**src/rtl/mips_pkg.sv**
```systemverilog
// mips_pkg: shared definitions for the MIPS32 pipeline.
//   PC_W        default PC / instruction-ROM byte-address width
//   NOP_INSTR   word used to fill a squashed pipeline slot
//   OP_J/OP_BEQ primary opcodes of the control-flow instructions
//   npc_sel_e   the action chosen by the fetch stage at each edge
package mips_pkg;

  localparam int PC_W = 10;

  localparam logic [31:0] NOP_INSTR = 32'h0000_0000;

  localparam logic [5:0] OP_J   = 6'b000010;
  localparam logic [5:0] OP_BEQ = 6'b000100;

  typedef enum logic [1:0] {
    SEQ,
    HOLD,
    REDIRECT_BR,
    REDIRECT_J
  } npc_sel_e;

endpackage

```
**src/rtl/fetch_perf_ctr.sv**
```systemverilog
// fetch_perf_ctr: pair of enable-driven performance counters.
//   clk, reset        clock, asynchronous active-high reset
//   fetch_en          count one valid instruction written into IF/ID
//   stall_en          count one cycle spent in hold
//   fetch_count       running fetch total, wraps at 2^CNT_W
//   stall_count       running stall total, wraps at 2^CNT_W
module fetch_perf_ctr #(
  parameter int CNT_W = 32
) (
  input  logic             clk,
  input  logic             reset,
  input  logic             fetch_en,
  input  logic             stall_en,
  output logic [CNT_W-1:0] fetch_count,
  output logic [CNT_W-1:0] stall_count
);

  always_ff @(posedge clk or posedge reset) begin
    if (reset) begin
      fetch_count <= '0;
    end else if (fetch_en) begin
      fetch_count <= fetch_count + CNT_W'(1);
    end
  end

  always_ff @(posedge clk or posedge reset) begin
    if (reset) begin
      stall_count <= '0;
    end else if (stall_en) begin
      stall_count <= stall_count + CNT_W'(1);
    end
  end

endmodule

```
**src/rtl/fetch_stage.sv**
```systemverilog
// fetch_stage: instruction-fetch stage of the 5-stage MIPS32 pipeline.
//   clk, reset        clock, asynchronous active-high reset
//   imem_addr         byte address to the combinational instruction ROM (= pc)
//   imem_data         instruction word returned by the ROM
//   stall             load-use hold from the hazard unit
//   branch_taken      beq resolved taken in EX
//   branch_pc_plus4   PC+4 of that branch
//   branch_offset     raw 16-bit branch immediate (word offset)
//   jump              j decoded in ID
//   jump_index        instr[25:0] of the jump
//   if_id_instr       registered instruction
//   if_id_pc_plus4    registered PC+4 of that instruction
//   if_id_valid       0 marks a bubble
//   fetch_count       valid instructions written into IF/ID
//   stall_count       cycles spent in hold
module fetch_stage #(
  parameter int PC_W  = mips_pkg::PC_W,
  parameter int CNT_W = 32
) (
  input  logic             clk,
  input  logic             reset,
  output logic [PC_W-1:0]  imem_addr,
  input  logic [31:0]      imem_data,
  input  logic             stall,
  input  logic             branch_taken,
  input  logic [PC_W-1:0]  branch_pc_plus4,
  input  logic [15:0]      branch_offset,
  input  logic             jump,
  input  logic [25:0]      jump_index,
  output logic [31:0]      if_id_instr,
  output logic [PC_W-1:0]  if_id_pc_plus4,
  output logic             if_id_valid,
  output logic [CNT_W-1:0] fetch_count,
  output logic [CNT_W-1:0] stall_count
);

  import mips_pkg::*;

  npc_sel_e        sel;
  logic [PC_W-1:0] pc;
  logic [PC_W-1:0] pc_plus4;
  logic [PC_W-1:0] br_target;
  logic [PC_W-1:0] j_target;
  logic [PC_W-1:0] pc_next;

  assign imem_addr = pc;
  assign pc_plus4  = pc + PC_W'(4);

  // Word offset is sign-extended and scaled to bytes before truncation to PC_W.
  assign br_target = branch_pc_plus4
                   + PC_W'({{14{branch_offset[15]}}, branch_offset, 2'b00});
  assign j_target  = PC_W'({jump_index, 2'b00});

  // A taken branch squashes whatever is stalled or jumping behind it, so it
  // outranks both; a held j keeps asserting jump until the stall drops.
  always_comb begin
    sel = SEQ;
    if (branch_taken) begin
      sel = REDIRECT_BR;
    end else if (stall) begin
      sel = HOLD;
    end else if (jump) begin
      sel = REDIRECT_J;
    end
  end

  always_comb begin
    pc_next = pc;
    case (sel)
      REDIRECT_BR: pc_next = br_target;
      REDIRECT_J:  pc_next = j_target;
      HOLD:        pc_next = pc;
      default:     pc_next = pc_plus4;
    endcase
    // Keep the PC word-aligned even if an upstream target is not.
    pc_next[1:0] = 2'b00;
  end

  always_ff @(posedge clk or posedge reset) begin
    if (reset) begin
      pc <= '0;
    end else begin
      pc <= pc_next;
    end
  end

  always_ff @(posedge clk or posedge reset) begin
    if (reset) begin
      if_id_instr    <= NOP_INSTR;
      if_id_pc_plus4 <= '0;
      if_id_valid    <= 1'b0;
    end else begin
      case (sel)
        SEQ: begin
          if_id_instr    <= imem_data;
          if_id_pc_plus4 <= pc_plus4;
          if_id_valid    <= 1'b1;
        end
        REDIRECT_BR, REDIRECT_J: begin
          if_id_instr <= NOP_INSTR;
          if_id_valid <= 1'b0;
        end
        default: ;
      endcase
    end
  end

  fetch_perf_ctr #(
    .CNT_W(CNT_W)
  ) u_perf (
    .clk        (clk),
    .reset      (reset),
    .fetch_en   (sel == SEQ),
    .stall_en   (sel == HOLD),
    .fetch_count(fetch_count),
    .stall_count(stall_count)
  );

endmodule

```
**config.mk**
```make
export PLATFORM = sky130hd
export DESIGN_NAME = fetch_stage
export DESIGN_NICKNAME = d
export VERILOG_FILES = /design/src/rtl/mips_pkg.sv /design/src/rtl/fetch_perf_ctr.sv /design/src/rtl/fetch_stage.sv
export SDC_FILE = /design/constraint.sdc
export NUM_CORES = 1
export LEC_CHECK = 0
export BUFFER_PORTS_ARGS = -buffer_cell sky130_fd_sc_hd__buf_2
export CORE_ASPECT_RATIO = 1.5
export CORE_MARGIN = 1.5
export CORE_UTILIZATION = 49
export DETAILED_ROUTE_END_ITERATION = 12
export PLACE_DENSITY_LB_ADDON = 0.2
export SYNTH_ARGS = -nofsm -noshare
export SYNTH_HDL_FRONTEND = slang
export SYNTH_HIERARCHICAL = 1
export SYNTH_SLANG_ARGS = --single-unit
```
**constraint.sdc**
```tcl
create_clock -name clk -period 2.1 [get_ports clk]
set_input_delay 0.21 -clock clk [delete_from_list [all_inputs] [get_ports clk]]
set_output_delay 0.21 -clock clk [all_outputs]
set_load 0.005 [all_outputs]
```
==> run_results.csv <==
group,metric,value,unit
placement,pre_cts_ws,117.8,ps
synthesis,synthCells,465,
cells_and_area,nFillCells,831,
drt,num_vias,4333,
floorplanning,die_h,129.9,µm
timing,fin_crit,1934,ps
synthesis,async_reset_ff_share,100.0,%
cells_and_area,diodes,0,
synthesis,yosysTopAreaCellShare,53.76,%
cells_and_area,final_nets,761,
worst_setup_path,r2r_start,"u_perf/stall_count[0]",
flow_run,max-cap-violations,0,
worst_setup_path,cp.required,2420,ps
worst_setup_path,crit_type,"reg2reg",
floorplanning,die_w,87.60,µm
timing,hold_viol,0,
clock_network,cts.path.max_buffers,2,
grt,grt_pass1_vias,4203,
clock_network,cts_tree,"done",
worst_hold_path,hp-start,"imem_data[12]",
timing,timing.final.ws_setup,165.7,ps
pwr,ir_worst_vdd,568.7,µV
grt,antenna_found_initial,0,
floorplanning,initial_core_util,49.94,%
floorplanning,core_area,10530,µm²
timing,rsz0062_at_grt,"false",
floorplanning,row_count,46,
worst_setup_path,worstPathMaxFanout,9,
grt,groute.usage.overall,22.63,%
cells_and_area,final_cells,817,
synthesis,syn_area_per_cell,11.31,µm²
drt,first_pass_iters,4,
synthesis,synthFlopType,"dfrtp_1",
placement,dp_hpwl,8888,µm
synthesis,ys_seq_area_share,53.76,%
floorplanning,io_pins,206,
drt,drc,0,
drt,wire_per_inst,15.41,µm
worst_setup_path,ff2ff_path_depth,5,
placement,place_inst,785,
synthesis,netlist_area,5260,µm²
pwr,leakage,0.003692,µW
grt,grt_max_degree,65,
timing,report.final.slew_viol_count,0,
synthesis,yosys.area.top_type,"dfrtp_1",
grt,grtUsageMet2,39.19,%
worst_setup_path,reg2reg_to,"u_perf/stall_count[30]",
drt,viasPerCell,5.304,
run_status,status,"completed",
placement,port-buffer-count,173,
timing,max_freq,0.5170,GHz
timing,finalSetupViolCount,0,
floorplanning,dieArea,11380,µm²
timing,period_share,92.11,%
synthesis,synth_warnings,6,
timing,setup_tns,0,ps
worst_setup_path,regToRegSetupSlack,170,ps
clock_network,cts_sinks,113,
worst_setup_path,start_kind,"flop",
grt,busiest_layer,"met2",
worst_hold_path,hold_path_end,"if_id_instr[12]",
clock_network,clk_pin_slew_worst_paths,50,ps
clock_network,clk_latency,410,ps
cells_and_area,area_growth,34.80,%
grt,use_met1,25.76,%
worst_hold_path,worstHoldPathCells,2,
grt,grt_first_pass_wirelength,19820,µm
timing,fin_skew,11.46,ps
synthesis,synth-seq-cells,113,
grt,use_met3,8.349,%
synthesis,synth.distinct_cells,56,
synthesis,synth_edf_count,0,
worst_hold_path,hold_class,"in2reg",
pwr,cellPowerDensity,941.1,nW/µm²
cells_and_area,drive_gt1_share,36.11,%
worst_setup_path,cp-end-kind,"flop",
drt,wl,12590,µm
placement,place.gp.congestion,0.7919,
clock_network,cts_made_buffers,17,
clock_network,cts_root_buf,"clkbuf_16",
drt,detail-route-antenna-nets,0,
worst_setup_path,cp_data_arrival_time,2250,ps
clock_network,cts_htree_levels,4,
synthesis,synth_area_leaders,"dfrtp_1 54%, xnor2_1 8.2%, a22o_1 5.5%",
grt,grt_overflow,0,
drt,drtIter0Drc,157,
==> report_power, final <==
group	total, µW	internal, µW	switching, µW
Sequential	2590	2370	219
Combinational	846	413	433
Clock	3240	2270	966
Total	6670	5060	1620
==> cell usage after synthesis, drive strengths merged, types with 2 or more instances <==
master / instances
buf: 12
xnor2: 49
and3: 12
nand4: 29
inv: 10
clkbuf: 9
clkinv: 2
a21oi: 15
nand2: 34
xor2: 25
a22o: 33
and4: 7
or4: 2
nand3: 16
nor3b: 3
a211oi: 4
a22oi: 2
nor2: 18
mux2: 3
nor3: 9
nand2b: 3
ha: 10
a21o: 3
dfrtp: 113
o21ai: 14
nor4: 7
==> cell type report <==
| class | instances | area [µm²] | share of cell area [%] |
|---|---|---|---|
| clock buffers | 20 | 456.7 | 6.441 |
| clock inverters | 11 | 209.0 | 2.947 |
| inverters | 12 | 51.30 | 0.7235 |
| multi-input cells | 322 | 2307 | 32.54 |
| flip-flops and latches | 113 | 2828 | 39.88 |
| well taps | 144 | 180.2 | 2.541 |
| repair buffers | 195 | 1059 | 14.93 |
==> per-stage QoR <==
stage | power (µW) | hold WS, ps | utilization (%) | area [µm²]
floorplan | 3058 | 342.5 | - | 5306
global placement | 3436 | 288.4 | 60.91 | 6415
detailed placement | 3473 | 294.7 | 60.91 | 6415
CTS | 6740 | 1.381 | 67.32 | 7091
global route | 6971 | 5.360 | 67.32 | 7091
finish | 6673 | 18.72 | 67.32 | 7091
==> cells by family (layout without fill, tap and decap cells) <==
group / count (synthesis) / count (layout) / share of synthesized area, %
AND/OR/NAND/NOR: 144 / 144 / 15.25
buffers and inverters: 33 / 238 / 3.092
XOR/XNOR: 74 / 74 / 12.32
multiplexers: 4 / 4 / 0.8325
other: 1 / 4 / 0.07129
adder cells (fa/ha/maj): 11 / 11 / 2.759
flip-flops: 113 / 113 / 53.76
AO/OA/AOI/OAI: 85 / 85 / 11.92
==> cells in the final DEF, fill, tap and decap left out, types with 17 or more instances in the layout <==
cell / synthesis / routed
buf_2: 6 / 173
dfrtp_1: 113 / 113
xnor2_1: 49 / 49
nand2_1: 34 / 34
a22o_1: 33 / 33
nand4_1: 28 / 28
xor2_1: 25 / 25
buf_4: 5 / 19
nor2_1: 18 / 18
clkbuf_16: 0 / 17
==> worst max-delay path by stage <==
stage                           from                     end  slack [ps]  cells past startpoint
6_report       u_perf/stall_count[0]  u_perf/stall_count[30]         170                      5
5_1_grt        u_perf/stall_count[0]  u_perf/stall_count[30]          80                      5
4_1_cts        u_perf/stall_count[0]  u_perf/stall_count[30]         190                      5
3_5_place_dp      branch_pc_plus4[2]            imem_addr[8]         120                      8
3_3_place_gp      branch_pc_plus4[2]            imem_addr[8]         120                      8
2_1_floorplan           branch_taken  u_perf/stall_count[20]          10                      9
==> per-layer routing <==
layer | up-vias | wire length (µm)
met5 | - | 0
met3 | 12 | 754
met2 | 153 | 6643
li1 | 2074 | -
met1 | 2094 | 5027
met4 | 0 | 160
==> sequential cells by signal, summed over array words and instances (netlist names) <==
signal,cells
imem_addr,8
if_id_pc_plus4,8
u_perf/stall_count,32
if_id_instr,32
if_id_valid,1
u_perf/fetch_count,32
==> worst max-delay path, stage by stage (launching register included) <==
cell	delay, ps
dfrtp_1	410
ha_1	220
inv_1	80
or4_4	620
nor3b_1	330
xor2_1	180
==> timing repair <==
| item | 4_1_cts | 5_1_grt |
|---|---|---|
| resized for setup | 0 | 0 |
| endpoints found under the hold margin | 113 | 0 |
| hold buffers | 1 | 0 |
| buffers inserted | 0 | 0 |
No activity file was read; power rests on OpenSTA's default activity.
